<file path="src/rtl/tl_cntr_rr.sv">
// Round-robin traffic-light controller for NUM_DIR approaches with timed
// green/yellow/all-red phases, demand skipping and emergency preemption.

module tl_cntr_rr_lamp (
  input  logic [1:0] phase,
  input  logic       sel,
  output logic [1:0] lamp
);
  always_comb begin
    lamp = 2'b11;
    if (sel && phase == 2'b00) lamp = 2'b00;
    if (sel && phase == 2'b01) lamp = 2'b01;
  end
endmodule

module tl_cntr_rr #(
  parameter int NUM_DIR   = 4,
  parameter int CNT_W     = 8,
  parameter int GREEN_MIN = 4,
  parameter int GREEN_MAX = 12,
  parameter int YELLOW_T  = 2,
  parameter int ALLRED_T  = 1,
  parameter int DIR_W     = (NUM_DIR > 1) ? $clog2(NUM_DIR) : 1
) (
  input  logic                   clk,
  input  logic                   reset,
  input  logic [NUM_DIR-1:0]     sensor,
  input  logic                   emerg,
  output logic [2*NUM_DIR-1:0]   lights,
  output logic [DIR_W-1:0]       active_dir,
  output logic [1:0]             phase
);
  typedef enum logic [1:0] {
    PH_GREEN  = 2'b00,
    PH_YELLOW = 2'b01,
    PH_ALLRED = 2'b10
  } phase_e;

  localparam logic [CNT_W-1:0] T_GMIN = CNT_W'(GREEN_MIN - 1);
  localparam logic [CNT_W-1:0] T_GMAX = CNT_W'(GREEN_MAX - 1);
  localparam logic [CNT_W-1:0] T_YEL  = CNT_W'(YELLOW_T - 1);
  localparam logic [CNT_W-1:0] T_AR   = CNT_W'(ALLRED_T - 1);

  phase_e               phase_q, phase_d;
  logic [DIR_W-1:0]     dir_q, dir_d;
  logic [CNT_W-1:0]     timer_q, timer_d;

  logic [NUM_DIR-1:0]   dir_oh;
  logic                 demand, own;
  logic [DIR_W-1:0]     nxt_dir;
  logic                 found;
  logic [NUM_DIR-1:0][1:0] lamp;

  always_comb begin
    dir_oh        = '0;
    dir_oh[dir_q] = 1'b1;
    demand        = |(sensor & ~dir_oh);
    own           = sensor[dir_q];
  end

  // Round-robin search starts just past the current owner and wraps; falls
  // back to the plain successor when nobody is waiting.
  always_comb begin
    nxt_dir = DIR_W'((int'(dir_q) + 1) % NUM_DIR);
    found   = 1'b0;
    for (int i = 1; i <= NUM_DIR; i++) begin
      int idx;
      idx = (int'(dir_q) + i) % NUM_DIR;
      if (!found && sensor[idx[DIR_W-1:0]]) begin
        nxt_dir = DIR_W'(idx);
        found   = 1'b1;
      end
    end
  end

  always_comb begin
    phase_d = phase_q;
    dir_d   = dir_q;
    timer_d = timer_q;
    case (phase_q)
      PH_GREEN: begin
        if (timer_q < T_GMAX) timer_d = timer_q + 1'b1;
        if (emerg ||
            (demand && timer_q >= T_GMIN && (!own || timer_q >= T_GMAX))) begin
          phase_d = PH_YELLOW;
          timer_d = '0;
        end
      end
      PH_YELLOW: begin
        timer_d = timer_q + 1'b1;
        if (timer_q == T_YEL) begin
          phase_d = PH_ALLRED;
          timer_d = '0;
        end
      end
      PH_ALLRED: begin
        if (emerg) begin
          timer_d = '0;
        end else if (timer_q >= T_AR) begin
          phase_d = PH_GREEN;
          timer_d = '0;
          dir_d   = nxt_dir;
        end else begin
          timer_d = timer_q + 1'b1;
        end
      end
      default: begin
        phase_d = PH_GREEN;
        timer_d = '0;
        dir_d   = '0;
      end
    endcase
  end

  always_ff @(posedge clk) begin
    if (reset) begin
      phase_q <= PH_GREEN;
      dir_q   <= '0;
      timer_q <= '0;
    end else begin
      phase_q <= phase_d;
      dir_q   <= dir_d;
      timer_q <= timer_d;
    end
  end

  for (genvar k = 0; k < NUM_DIR; k++) begin : g_lamp
    tl_cntr_rr_lamp u_lamp (
      .phase (phase_q),
      .sel   (dir_q == DIR_W'(k)),
      .lamp  (lamp[k])
    );
  end

  assign lights     = lamp;
  assign active_dir = dir_q;
  assign phase      = phase_q;
endmodule

</file>
<file path="config.mk">
export PLATFORM = sky130hd
export DESIGN_NAME = tl_cntr_rr
export DESIGN_NICKNAME = d
export VERILOG_FILES = /design/src/rtl/tl_cntr_rr.sv
export SDC_FILE = /design/constraint.sdc
export NUM_CORES = 1
export LEC_CHECK = 0
export BUFFER_PORTS_ARGS = -buffer_cell sky130_fd_sc_hd__buf_2
export CAP_MARGIN = 10
export CORE_ASPECT_RATIO = 1.25
export CORE_UTILIZATION = 48
export DETAILED_ROUTE_END_ITERATION = 8
export GPL_TIMING_DRIVEN = 0
export PLACE_DENSITY = 0.7
export SYNTH_ARGS = -nofsm -noshare
export SYNTH_HDL_FRONTEND = slang
export SYNTH_HIERARCHICAL = 1
export SYNTH_SLANG_ARGS = --single-unit
</file>
<file path="constraint.sdc">
create_clock -name clk -period 2.2 [get_ports clk]
set_clock_uncertainty 0.1 [all_clocks]
set_input_delay 0.44 -clock clk [delete_from_list [all_inputs] [get_ports clk]]
set_output_delay 0.44 -clock clk [all_outputs]
set_load 0.05 [all_outputs]
</file>
==> flow_summary.ini <==
[placed_design]
place.gp.congestion = 0.855
port_buffers = 18
dp_slack_ns = -0.0339
hpwl_um = 1590

[clocking]
cts_max_level = 1
cts_buffer_depth = 2
cts_root_buf = clkbuf_4
hold_buffers = 0
numCtsBuffers = 3
cts_tree = yes
cts.clk_slew.worst_paths_ns = 0.07
cts_sinks = 12
clock_latency_ns = 0.27

[hold_path]
hold_class = in2reg
worstHoldStart = reset
hold_depth = 2

[sta]
finalCritPeriodShare_pct = 99.3
fin_hold_ws_ns = 0.343
layout_setup_ws_ns = 0.0162
hold_viol = 0
worst_pin_slew_ns = 0.602
timing.slew.headroom_pct = 59.6
rsz0062_at_grt = true
max_freq_mhz = 458
final-setup-viol-count = 0
period_needed_ns = 2.18
drv_slew = 0
setup-tns-final_ns = 0

[synthesis]
yosys_warnings = 6
synth_fp_nets = 125
synth.distinct_cells = 40
synth_area_um2 = 983
seq_area_frac_synth_pct = 24.4
synth.avg_cell_area_um2 = 8.78
syn_inst = 112
synth-seq-cells = 12

[critical_path]
crit_path_cell_trace = buf_8 > inv_6 > ha_4 > mux4_2 > nor4b_4 > nor3_2 > xnor2_1 > a211oi_2
r2r_cells = 8
cp_data_required_time_ns = 2.24
crit_type = reg2reg
rr_endpoint = active_dir[0]
critical-path-max-stage-delay_ns = 0.55
critPathArrivalTime_ns = 2.22
path_max_fanout = 3
crit_start = active_dir[0]
endpoint_kind = register
startpoint_type = register
regToRegSetupSlack_ns = 0.02
worstSetupEndpoint = active_dir[0]
cpMaxStageDelayCell = mux4_2
r2r-start = active_dir[0]

[global_route]
grt.total_usage_pct = 21.5
grt_pass1_vias = 895
grt_pass1_wl_um = 3720
grt_max_degree = 13
grt_overflow = 0
grt_antenna_before_repair = 0

[drt]
vias_per_cell = 6.04
routed-via-count = 960
wl_um = 2180
drcViolationCount = 0
drt_iter0_markers = 10
first_pass_iters = 4
wl_per_cell_um = 13.7
antenna_left = 0

[pwr]
total_power_uw = 596
peakVddDrop_uv = 576
power_density_mw_per_mm2 = 480
cellLeakagePower_uw = 0.000463

[finish]
drive_gt1_share_pct = 34.3
diodes = 0
multi_input_area_um2 = 751
num-nets-final = 154
register_area_um2 = 248
fin_util_pct = 67.1
area_delta_synth_final_pct = 26.3
n_fill_cell = 156

[floorplanning]
core_mm2 = 0.00185
dieArea_mm2 = 0.00223
die_h_um = 52.6
io_pins = 19
rows = 17
die_x_um = 42.5
start_util_pct = 53.1

[job]
maxCapViolCount = 0

[outcome]
status = finished, final reports clean
[placed cells by master, fill, tap and decap left out, types with 2 or more instances in the layout]
| cell | count |
|---|---|
| nor3_1 | 2 |
| or3_1 | 5 |
| xnor2_1 | 3 |
| mux4_2 | 4 |
| nand3_1 | 4 |
| a311oi_1 | 2 |
| nor2_1 | 9 |
| or3b_1 | 4 |
| nand2b_1 | 7 |
| clkbuf_4 | 3 |
| buf_4 | 6 |
| o21ai_0 | 5 |
| a21oi_1 | 5 |
| nand2_1 | 4 |
| dfxtp_4 | 2 |
| buf_2 | 18 |
| a31oi_1 | 3 |
| ha_1 | 5 |
| inv_1 | 7 |
| dfxtp_1 | 10 |
[cell families (layout without fill, tap and decap cells)]
kind of cell / after synthesis / after routing / synth area share [%]
simple gates: 44 / 44 / 27.9
compound gates: 29 / 29 / 20.2
flops: 12 / 12 / 24.4
buf+inv: 11 / 39 / 4.96
fa+ha+maj: 6 / 6 / 7.63
mux: 6 / 6 / 11.3
xor+xnor: 4 / 4 / 3.56
[metal layers]
layer / GRT usage, % / vias to the layer above / wire length, um / part of all wire [%]
met4: 13.0 / 0 / 42 / 1.9
met2: 40.3 / 29 / 1140 / 52
met5: 0 / - / 0 / 0
met3: 2.07 / 4 / 77 / 3.5
li1: - / 473 / - / -
met1: 23.1 / 454 / 922 / 42
[worst min path at each step]
stage                    endpoint  slack (ns)
finish              active_dir[0]        0.34
global route        active_dir[0]        0.36
CTS                 active_dir[0]        0.32
global placement       timer_q[7]        0.41
floorplan              timer_q[7]        0.39
detailed placement     timer_q[7]        0.43
[through the flow]
step | cells | cell area [um2]
finish | 159 | 1240
floorplan | 112 | 1020
CTS | 154 | 1170
global placement | 149 | 1130
global route | 159 | 1240
detailed placement | 149 | 1130
[critical path, delay by kind of cell (launching register included)]
kind	cells	cell delay (ns)
AND/OR/NAND/NOR	2	0.39
adder cells (fa/ha/maj)	1	0.27
flip-flops	1	0.35
buffers and inverters	2	0.13
AO/OA/AOI/OAI	1	0.05
multiplexers	1	0.55
XOR/XNOR	1	0.21
[what timing repair did]
item	4_1_cts	5_1_grt
buffers inserted	1	5
pin swaps	2	6
endpoints found under the setup margin	2	10
endpoints found under the hold margin	0	0
gates resized for setup	1	10
[power by group]
group	switching, uW	internal [uW]
Combinational	130	80.2
Sequential	18.3	225
Clock	72.1	70.2
[cells in the mapped netlist]
| cell type | n | area, um2 |
|---|---|---|
| o2111ai_1 | 1 | 8.76 |
| inv_1 | 9 | 33.8 |
| o21ai_1 | 2 | 10.0 |
| a21o_1 | 1 | 7.51 |
| a31o_1 | 1 | 8.76 |
| nand3b_1 | 1 | 7.51 |
| nand2_1 | 4 | 15.0 |
| xnor2_1 | 3 | 26.3 |
| nand2b_1 | 7 | 43.8 |
| a311oi_1 | 2 | 17.5 |
| a2111oi_0 | 1 | 8.76 |
| or3_1 | 5 | 31.3 |
| nor2_1 | 9 | 33.8 |
| o21bai_2 | 1 | 11.3 |
| clkbuf_1 | 1 | 3.75 |
| a31oi_1 | 3 | 18.8 |
| ha_1 | 6 | 75.1 |
| nand2_2 | 1 | 6.26 |
| o2111a_1 | 1 | 11.3 |
| xor2_1 | 1 | 8.76 |
| a311o_1 | 1 | 10.0 |
| or3b_1 | 4 | 35.0 |
| nor2b_1 | 2 | 12.5 |
| buf_6 | 1 | 11.3 |
| nor4b_2 | 1 | 15.0 |
| and2_1 | 1 | 6.26 |
| and3_1 | 1 | 6.26 |
| nand3_1 | 4 | 20.0 |
| nor3_2 | 1 | 10.0 |
| o22ai_1 | 1 | 6.26 |
| mux4_2 | 4 | 90.1 |
| dfxtp_1 | 12 | 240 |
| o31ai_1 | 2 | 15.0 |
| mux2i_1 | 1 | 10.0 |
| mux2_1 | 1 | 11.3 |
| a211oi_1 | 2 | 15.0 |
| o21ai_0 | 5 | 25.0 |
| nor4_4 | 1 | 21.3 |
| nor3_1 | 2 | 10.0 |
| a21oi_1 | 5 | 25.0 |
[flip-flops by register name (all words and copies together) (netlist names)]
register and flops:
phase 2, active_dir 2, timer_q 8
[area by class of cell]
class	count	share of cell area [%]
multi-input combinational	89	60.4
sequential	12	19.9
timing repair buffer	24	10.9
inverter	9	3.12
clock buffer	4	2.11
tap	19	1.91
buffer	2	1.61
No activity file was read; power rests on OpenSTA's default activity.
